<file path="src/rtl/ppa_pipe_adder.sv">
// Pipelined Kogge-Stone adder/subtractor with valid/ready handshakes on both sides.
// The prefix levels are spread over STAGES register boundaries, and the last boundary drives the outputs.
module ppa_pipe_adder #(
  parameter int WIDTH  = 32,
  parameter int STAGES = 2
) (
  input  logic             clk,
  input  logic             rst_n,
  input  logic             in_valid,
  output logic             in_ready,
  input  logic [WIDTH-1:0] a,
  input  logic [WIDTH-1:0] b,
  input  logic             cin,
  input  logic             sub,
  output logic             out_valid,
  input  logic             out_ready,
  output logic [WIDTH-1:0] sum,
  output logic             cout,
  output logic             ovf,
  output logic             zero
);

  localparam int LVLS = $clog2(WIDTH);

  // Carry-in is folded into bit 0's generate, so g[i] after the full tree is the carry into bit i+1.
  typedef struct packed {
    logic [WIDTH-1:0] g;
    logic [WIDTH-1:0] pg;
    logic [WIDTH-1:0] p0;
    logic             c0;
  } pre_t;

  typedef struct packed {
    logic [WIDTH-1:0] sum;
    logic             cout;
    logic             ovf;
    logic             zero;
  } res_t;

  function automatic pre_t init_pg(input logic [WIDTH-1:0] a_i, input logic [WIDTH-1:0] b_i,
                                   input logic cin_i, input logic sub_i);
    logic [WIDTH-1:0] b_eff;
    pre_t             x;
    b_eff  = sub_i ? ~b_i : b_i;
    x.c0   = sub_i | cin_i;
    x.p0   = a_i ^ b_eff;
    x.g    = a_i & b_eff;
    x.pg   = x.p0;
    x.g[0] = x.g[0] | (x.p0[0] & x.c0);
    return x;
  endfunction

  function automatic pre_t prefix_level(input pre_t x, input int lvl);
    pre_t nxt;
    nxt = x;
    for (int i = (1 << lvl); i < WIDTH; i++) begin
      nxt.g[i]  = x.g[i] | (x.pg[i] & x.g[i-(1<<lvl)]);
      nxt.pg[i] = x.pg[i] & x.pg[i-(1<<lvl)];
    end
    return nxt;
  endfunction

  function automatic pre_t prefix_span(input pre_t x, input int lo, input int hi);
    pre_t cur;
    cur = x;
    for (int l = 0; l < LVLS; l++) begin
      if (l >= lo && l < hi) cur = prefix_level(cur, l);
    end
    return cur;
  endfunction

  function automatic res_t finish_span(input pre_t x, input int lo);
    pre_t             cur;
    logic [WIDTH-1:0] carry;
    res_t             r;
    cur = x;
    for (int l = 0; l < LVLS; l++) begin
      if (l >= lo) cur = prefix_level(cur, l);
    end
    carry  = {cur.g[WIDTH-2:0], cur.c0};
    r.sum  = cur.p0 ^ carry;
    r.cout = cur.g[WIDTH-1];
    r.ovf  = cur.g[WIDTH-1] ^ cur.g[WIDTH-2];
    r.zero = ~|r.sum;
    return r;
  endfunction

  // First prefix level of segment k (between boundary k-1 and k): an even ceil-split of LVLS over STAGES-1.
  function automatic int seg_lo(input int k);
    return ((k - 1) * LVLS + (STAGES - 2)) / (STAGES - 1);
  endfunction

  logic              advance;
  logic [STAGES-1:0] vld_q, vld_d;
  res_t              res_q, res_d;

  assign advance   = ~out_valid | out_ready;
  assign in_ready  = advance;
  assign out_valid = vld_q[STAGES-1];
  assign sum       = res_q.sum;
  assign cout      = res_q.cout;
  assign ovf       = res_q.ovf;
  assign zero      = res_q.zero;

  // NOTE: every combinational output gets a default first so no path leaves it unassigned (no latch).
  always_comb begin
    vld_d = vld_q;
    if (advance) begin
      vld_d[0] = in_valid;
      for (int k = 1; k < STAGES; k++) vld_d[k] = vld_q[k-1];
    end
  end

  generate
    if (STAGES == 1) begin : g_single
      always_comb begin
        res_d = res_q;
        if (advance) res_d = finish_span(init_pg(a, b, cin, sub), 0);
      end
    end else begin : g_multi
      pre_t pre_q [STAGES-1];
      pre_t pre_d [STAGES-1];

      always_comb begin
        for (int k = 0; k < STAGES - 1; k++) pre_d[k] = pre_q[k];
        res_d = res_q;
        if (advance) begin
          pre_d[0] = init_pg(a, b, cin, sub);
          for (int k = 1; k < STAGES - 1; k++)
            pre_d[k] = prefix_span(pre_q[k-1], seg_lo(k), seg_lo(k + 1));
          res_d = finish_span(pre_q[STAGES-2], seg_lo(STAGES - 1));
        end
      end

      // NOTE: internal datapath flops carry no reset; their contents are ignored until a valid bit follows them.
      always_ff @(posedge clk) begin
        for (int k = 0; k < STAGES - 1; k++) pre_q[k] <= pre_d[k];
      end
    end
  endgenerate

  // NOTE: sequential state uses non-blocking assignments so every flop samples pre-edge values.
  always_ff @(posedge clk or negedge rst_n) begin
    if (!rst_n) begin
      vld_q <= '0;
      res_q <= '0;
    end else begin
      vld_q <= vld_d;
      res_q <= res_d;
    end
  end

endmodule
</file>
<file path="config.mk">
export PLATFORM = sky130hd
export DESIGN_NAME = ppa_pipe_adder
export DESIGN_NICKNAME = d
export VERILOG_FILES = /design/src/rtl/ppa_pipe_adder.sv
export SDC_FILE = /design/constraint.sdc
export NUM_CORES = 1
export LEC_CHECK = 0
export ABC_AREA = 1
export CORE_MARGIN = 2
export CORE_UTILIZATION = 50
export CTS_CLUSTER_DIAMETER = 40
export CTS_CLUSTER_SIZE = 28
export DETAILED_ROUTE_END_ITERATION = 6
export PLACE_DENSITY = 0.8
export SYNTH_ARGS = -nofsm -noshare
export SYNTH_HDL_FRONTEND = slang
export SYNTH_SLANG_ARGS = --single-unit
</file>
<file path="constraint.sdc">
create_clock -name clk -period 7.1 [get_ports clk]
set_clock_uncertainty 0.05 [all_clocks]
set_input_delay 2.13 -clock clk [delete_from_list [all_inputs] [get_ports clk]]
set_output_delay 2.13 -clock clk [all_outputs]
set_load 0.01 [all_outputs]
</file>
After elaboration in Yosys (flattened, before gate mapping)

Memories as Yosys holds them, arrays and structs flattened.
Index checks and enable logic that the tools add are counted.
Widths: inputs -> output; s select.

Add/subtract/negate cells: 0
$mul: 0
Divide/modulo/power cells: 0
$lt $le $gt $ge: 0
Eq/ne operators: 0
Shifts and indexed selects: 0
Muxes and demuxes: 7
Bitwise logic cells: 397
Reductions and logical operators: 2

Operators with widths:

| operator         | number |
|---|---|
| $mux 97          | 6 |
| $and 1x1->1      | 259 |
| $or 1x1->1       | 132 |
| $xor 32x32->32   | 2 |
| $and 32x32->32   | 1 |
| $mux 32          | 1 |
| $not 32->32      | 1 |
| $reduce_or 32->1 | 1 |
| $logic_not 1->1  | 1 |
| $not 1->1        | 1 |
| $xor 1x1->1      | 1 |

Flip-flop bits (word level): 37
Bits in latches: 0
RAM bits: 97
ROM bits: 0
Input port bits: 70
Output and inout bits: 37
Memories: 1

Memory list:

| name          | words | width | rd ports | clocked after Yosys merged registers in | wr ports | line | source |
|---|---|---|---|---|---|---|---|
| g_multi.pre_q | 1     | 97    | 1        | 0                                       | 1        | 121  | `pre_t pre_q [STAGES-1];` |

Depth between registers and ports, before layout

Gate-level depths: netlist of the first run.

Depth in word-level cells: 18
Mapped depth: 18

Least setup slack after synthesis of the first run

No wires, ideal clock.

Kind: input-to-output
From: input port out_ready
To: output port in_ready
Arrival time: 4411 ps
Required time: 4920 ps
Path slack: 509 ps
Stages: 3
Path buffers: 2
Cell sequence: or2_1 buf_2 buf_1

Word-level cells in the longest chain between the ends: 1

Ends and longest elaborated chain:

| element            | line | source |
|---|---|---|
| start: declaration | 16   | `input logic out_ready,` |
| $or 1x1->1         | 97   | `assign advance = ~out_valid \| out_ready;` |
| end: declaration   | 10   | `output logic in_ready,` |

No other way between the ends.

Worst setup path in the final report of the first run

Same ends and word-level chain as after synthesis.

==> results.sh, run 1 <==
export IMPL_clk_path_buf_depth=2
export IMPL_rows=40
export IMPL_drcViolationCount=0
export IMPL_post_route_util=0.6414
export IMPL_switching_power_mw=0.6636
export IMPL_synth_nets=894
export IMPL_dp_cells=1055
export IMPL_maxSlewViolCount=0
export IMPL_die_w_um=115.3
export IMPL_yosysMostFrequentCell="nand2_1"
export IMPL_final_cells=1071
export IMPL_finalSetupViolations=0
export IMPL_final_antenna_net_count=0
export IMPL_core_area_um2=12060
export IMPL_postPlaceCellArea_um2=7422
export IMPL_multi_input_area_um2=2765
export IMPL_drt_iter0_markers=463
export IMPL_hold_depth=2
export IMPL_hpwl_mm=11.36
export IMPL_ios=107
export IMPL_r2r_start="vld_q[1]$_DFFE_PN0P_"
export IMPL_fin_crit_ps=5523
export IMPL_ys_flop_type="edfxtp_1"
export IMPL_endpoint_kind="primary output"
export IMPL_p_comb_frac=0.321
export IMPL_synthCells=791
export IMPL_r2r_cells=14
export IMPL_yosys_top_cells_count="273 x nand2_1, 133 x inv_1, 72 x nor2_1"
export IMPL_yosys_warnings=0
export IMPL_area_delta_synth_final_pct=24.91
export IMPL_synth_area_leaders="edfxtp_1 32%, nand2_1 17%, dfrtp_1 15%"
export IMPL_fillers=1037
export IMPL_hold_buffers=0
export IMPL_clock_sinks=102
export IMPL_finalInstanceArea_um2=7736
export IMPL_required_ps=4920
export IMPL_gp_congestion=0.9054
export IMPL_internal_power_mw=1.367
export IMPL_grt_ovfl_total=0
export IMPL_clock_latency_ps=350
export IMPL_worstHoldStart="vld_q[0]$_DFFE_PN0P_"
export IMPL_grt_max_degree=61
export IMPL_initial_core_util=0.5135
export IMPL_post_route_period_util=0.7779
export IMPL_maxSlewHeadroom=0.4185
export IMPL_routed_top_layer="met4"
export IMPL_antenna_found_initial=0
export IMPL_diodes=0
export IMPL_tightest_slew_ps=872.3
export IMPL_num_vias=5099
export IMPL_crit_reg2reg_capture="zero$_DFFE_PN0P_"
export IMPL_seqPwrFrac=0.428
export IMPL_grt_use_total=0.2205
export IMPL_wl_met1_mm=6.892
export IMPL_drt_first_pass_iters=5
export IMPL_p_total_mw=2.031
export IMPL_path_class="input pin to primary output"
export IMPL_die_area_um2=13290
export IMPL_irDropWorstVdd_mv=0.1261
export IMPL_finalHoldViolations=0
export IMPL_hold_class="flop to flop"
export IMPL_power_density_nw_per_um2=262.5
export IMPL_die_h_um=115.3
export IMPL_drive_gt1_frac=0.03101
export IMPL_seqCellArea_um2=2878
export IMPL_min_to="vld_q[1]$_DFFE_PN0P_"
export IMPL_cts_setup_buffers=0
export IMPL_setup_worst_path_start_class="input pin"
export IMPL_grt_pass1_wl_mm=22.73
export IMPL_wl_mm=13.86
export IMPL_grt_pass1_vias=4692
export IMPL_critPathArrivalTime_ps=3340
export IMPL_setup_tns_ps=0
export IMPL_cts_tree="yes"
export IMPL_cts_root_buf="clkbuf_16"
export IMPL_avgSynthCellArea_um2=7.830
export IMPL_wl_met2_mm=5.991
export IMPL_r2r_setup_slack_ps=4470
export IMPL_synth_seq_area_share=0.4646
export IMPL_post_cts_resized=0
export IMPL_cts_made_buffers=9
export IMPL_crit_fanout=2
export IMPL_maxCapViolCount=0
export IMPL_synth_cell_type_count=29
export IMPL_swShare=0.3267
export IMPL_p_leak_nw=3.803
export IMPL_dr_wl_met3_um=780
export IMPL_nets=1001
export IMPL_timing_fmax_ghz=0.1811
export IMPL_wl_per_cell_um=12.94
export IMPL_portBuffers=106
export IMPL_yosysTopAreaCellShare=0.3152
export IMPL_ys_async_sr_fraction=0.3627
export IMPL_vias_per_cell=4.761
export IMPL_synth_edff_count=65
export IMPL_rsz0062_at_grt="false"
export IMPL_synth_cell_area_um2=6193
export IMPL_synth_seq_cells=102
export IMPL_status="finished clean"
export IMPL_path_clk_slew_ps=60
export IMPL_synth_top_cell_by_area="edfxtp_1"
export IMPL_pwr_share_clk=0.251
export IMPL_htreeDepth=3
-- power by group through the flow --
| stage | Clock [mW] | Sequential (mW) | Combinational, mW |
|---|---|---|---|
| 4_1_cts | 0.516 | 0.871 | 0.654 |
| 2_1_floorplan | 0 | 0.886 | 0.346 |
| 3_3_place_gp | 0 | 0.878 | 0.637 |
| 6_report | 0.510 | 0.870 | 0.651 |
| 5_1_grt | 0.541 | 0.887 | 0.737 |
| 3_5_place_dp | 0 | 0.881 | 0.651 |
-- cell families (layout without fill, tap and decap cells) --
family / Yosys count / count (layout) / share of synthesized area
flops: 102 / 102 / 0.4646
xor+xnor: 42 / 42 / 0.05939
compound gates: 61 / 61 / 0.05495
buf+inv: 146 / 258 / 0.08929
simple gates: 407 / 407 / 0.2651
fa+ha+maj: 33 / 33 / 0.06667
-- cell usage in the layout, fill, tap and decap left out, types with 2 or more instances in the layout --
| cell | netlist | layout |
|---|---|---|
| clkdlybuf4s50_1 | 0 | 104 |
| nand3_1 | 37 | 37 |
| dfrtp_1 | 37 | 37 |
| nor2_1 | 72 | 72 |
| nor2_2 | 4 | 4 |
| a21oi_1 | 20 | 20 |
| xnor2_1 | 4 | 4 |
| clkbuf_1 | 7 | 2 |
| xor2_1 | 38 | 38 |
| clkbuf_16 | 0 | 10 |
| nor3_1 | 6 | 6 |
| buf_2 | 4 | 2 |
| a31oi_1 | 19 | 19 |
| inv_1 | 133 | 133 |
| buf_4 | 0 | 2 |
| nand2_1 | 273 | 273 |
| nand2_2 | 2 | 2 |
| o21ai_0 | 18 | 18 |
| ha_1 | 33 | 33 |
| nand4_1 | 8 | 8 |
| edfxtp_1 | 65 | 65 |
-- cell type report --
| class | instances | share of cell area |
|---|---|---|
| sequential | 102 | 0.3720 |
| multi-input combinational | 543 | 0.3574 |
| timing repair buffer | 108 | 0.1378 |
| inverter | 134 | 0.06502 |
| clock buffer | 13 | 0.03510 |
| tap | 168 | 0.02717 |
| clock inverter | 3 | 0.005499 |
-- metal layers --
layer,GRT usage,vias to the layer above
met3,0.02319,13
li1,-,2713
met2,0.3337,151
met5,0,-
met4,0.06586,0
met1,0.3351,2222
-- worst max path at each step --
stage / start / end
final: out_ready / in_ready
after global routing: out_ready / in_ready
after CTS: out_ready / in_ready
after detailed placement: out_ready / in_ready
after global placement: out_ready / in_ready
after floorplan: out_ready / in_ready
-- registers in the layout, indices dropped and copies added, names as in the netlist --
register	count
cout	1
ovf	1
sum	32
g_multi.pre_q	65
vld_q	2
zero	1
-- worst max-delay path: stages --
cell             delay (ps)
clkdlybuf4s50_1         400
or2_4                   250
clkdlybuf4s50_1         550
-- through the flow --
stage	hold slack [ps]	worst slack, ps
5_1_grt	453.1	1535
2_1_floorplan	369.8	509.0
6_report	407.4	1577
4_1_cts	406.2	1543
3_5_place_dp	392.7	1557
3_3_place_gp	389.2	1547
Power figures use the tool's default switching activity.
==> run 2: changes to the inputs <==
- CORE_UTILIZATION: 50 -> 49
- PLACE_DENSITY: 0.8 -> 0.82
- clock period: 7.1 -> 4.5 ns (I/O delays scaled with it)
==> run 2 against run 1 <==
Compared with the run above: via count rose by 0.80%; final area shrank 0.65%; first-iteration DRC count shrank 23%; sequential cell count did not move; worst hold slack worse by 9.7 ps; sequential power grew 59%; sequential share of layout area up 0.24 points; combinational power increased by 58%; wire length rose by 0.26%; register-to-register slack got worse by 2200 ps; die area up 2.0%; largest cell class unchanged; highest routed layer unchanged.
==> results.sh, run 2 (synthesis results as in run 1) <==
export IMPL_cts_tree="yes"
export IMPL_grt_pass1_wl_mm=22.74
export IMPL_irDropWorstVdd_mv=0.1623
export IMPL_die_h_um=116.4
export IMPL_place_ws_ps=553.5
export IMPL_cts_made_buffers=9
export IMPL_crit_chain="clkdlybuf4s50_1 > or2_4 > clkdlybuf4s50_1"
export IMPL_final_antenna_net_count=0
export IMPL_finalInstanceArea_um2=7686
export IMPL_portBuffers=106
export IMPL_endpoint_kind="primary output"
export IMPL_regMostFlops="g_multi.pre_q"
export IMPL_core_area_um2=12470
export IMPL_hpwl_mm=11.29
export IMPL_rows=41
export IMPL_grt_max_degree=56
export IMPL_clock_latency_ps=350
export IMPL_wl_mm=13.90
export IMPL_slowest_delay_ps=490
export IMPL_largest_reg_flops=65
export IMPL_num_vias=5140
export IMPL_crit_buf_inv=2
export IMPL_path_class="input pin to primary output"
export IMPL_crit_fanout=6
export IMPL_status="finished clean"
export IMPL_postPlaceCellArea_um2=7427
export IMPL_clock_sinks=102
export IMPL_grt_pass1_vias=4671
export IMPL_diodes=0
export IMPL_setup_tns_ps=0
export IMPL_maxCapViolCount=0
export IMPL_power_density_nw_per_um2=403.0
export IMPL_ios=107
export IMPL_drive_gt1_frac=0.02990
export IMPL_area_delta_synth_final_pct=24.10
export IMPL_cpMaxStageDelayCell="clkdlybuf4s50_1"
export IMPL_post_cts_resized=0
export IMPL_grt_use_total=0.2186
export IMPL_p_leak_nw=3.771
export IMPL_path_clk_slew_ps=60
export IMPL_finalHoldViolations=0
export IMPL_fin_crit_ps=3941
export IMPL_drt_first_pass_iters=5
export IMPL_rsz0062_at_grt="false"
export IMPL_fillers=1117
export IMPL_htreeDepth=3
export IMPL_finalSetupViolations=0
export IMPL_nets=1001
export IMPL_drt_iter0_markers=355
export IMPL_grt_ovfl_total=0
export IMPL_post_route_period_util=0.8758
export IMPL_wl_per_cell_um=12.93
export IMPL_setup_worst_path_start_class="input pin"
export IMPL_maxSlewViolCount=0
export IMPL_initial_core_util=0.4968
export IMPL_die_w_um=116.4
export IMPL_crit_family="buffers and inverters"
export IMPL_gp_congestion=0.8963
export IMPL_multi_input_area_um2=2765
export IMPL_critPathArrivalTime_ps=2540
export IMPL_clk_path_buf_depth=2
export IMPL_drcViolationCount=0
export IMPL_maxSlewHeadroom=0.4098
export IMPL_cts_root_buf="clkbuf_16"
export IMPL_p_total_mw=3.097
export IMPL_required_ps=3100
export IMPL_final_common_cell="nand2_1"
export IMPL_hold_class="flop to flop"
export IMPL_die_area_um2=13550
export IMPL_vias_per_cell=4.781
export IMPL_fin_ws_ps=558.7
export IMPL_hold_buffers=0
export IMPL_mostFrequentLayoutCells="273 x nand2_1, 133 x inv_1, 104 x clkdlybuf4s50_1"
export IMPL_timing_fmax_ghz=0.2537
export IMPL_tightest_slew_ps=885.2
export IMPL_crit_top_cell="clkdlybuf4s50_1"
export IMPL_antenna_found_initial=0
export IMPL_seqCellArea_um2=2878
export IMPL_cts_setup_buffers=0
export IMPL_fin_hold_ws_ps=397.7
-- run 2: cell count changes in the layout (fill, tap and decap cells not counted) --
cell	before	now
clkinvlp_2	0	2
clkbuf_16	10	9
clkinv_1	0	1
bufinv_16	1	0
clkbuf_8	1	0
-- run 2: report_power, final --
group / leakage [nW] / internal, mW / total, mW / switching (mW)
combinational: 2.54 / 0.458 / 1.03 / 0.569
sequential: 1.11 / 1.22 / 1.38 / 0.156
clock: 0.119 / 0.369 / 0.694 / 0.325
total: 3.77 / 2.05 / 3.10 / 1.05
-- run 2: area by class of cell --
type                    count  area share
clock buffers              11     0.03028
clock inverters             5    0.003419
inverters                 134     0.06544
multi-input cells         543      0.3598
flip-flops and latches    102      0.3744
well taps                 172     0.02800
repair buffers            108      0.1387
-- run 2: worst paths after layout --
path                                         to  depth (start not counted)                            from  slack, ps
setup / recovery                       in_ready                          3                       out_ready        560
hold / removal             vld_q[1]$_DFFE_PN0P_                          2            vld_q[0]$_DFFE_PN0P_        400
setup reg to reg               zero$_DFFE_PN0P_                         13  g_multi.pre_q[0][49]$_DFFE_PP_       2270
hold reg to reg            vld_q[1]$_DFFE_PN0P_                          2            vld_q[0]$_DFFE_PN0P_        400
max in group asynchronous   sum[24]$_DFFE_PN0P_                          1                           rst_n       2890
min in group asynchronous    sum[1]$_DFFE_PN0P_                          1                           rst_n       1020
-- run 2: worst min-delay path: stages (launching register included) --
cell     delay [ps]
dfrtp_1         320
inv_1            40
nand2_1          50
-- run 2: through the flow --
stage | utilization | instances
2_1_floorplan | - | 791
4_1_cts | 0.6166 | 1075
3_5_place_dp | 0.5958 | 1059
5_1_grt | 0.6166 | 1075
6_report | 0.6166 | 1075
3_3_place_gp | 0.5958 | 1059
-- run 2: per-layer routing --
layer / routed length, µm / global-route usage
met1: 6957 / 0.3212
met2: 5978 / 0.3322
met3: 630 / 0.02647
met4: 328 / 0.08492
met5: 0 / 0
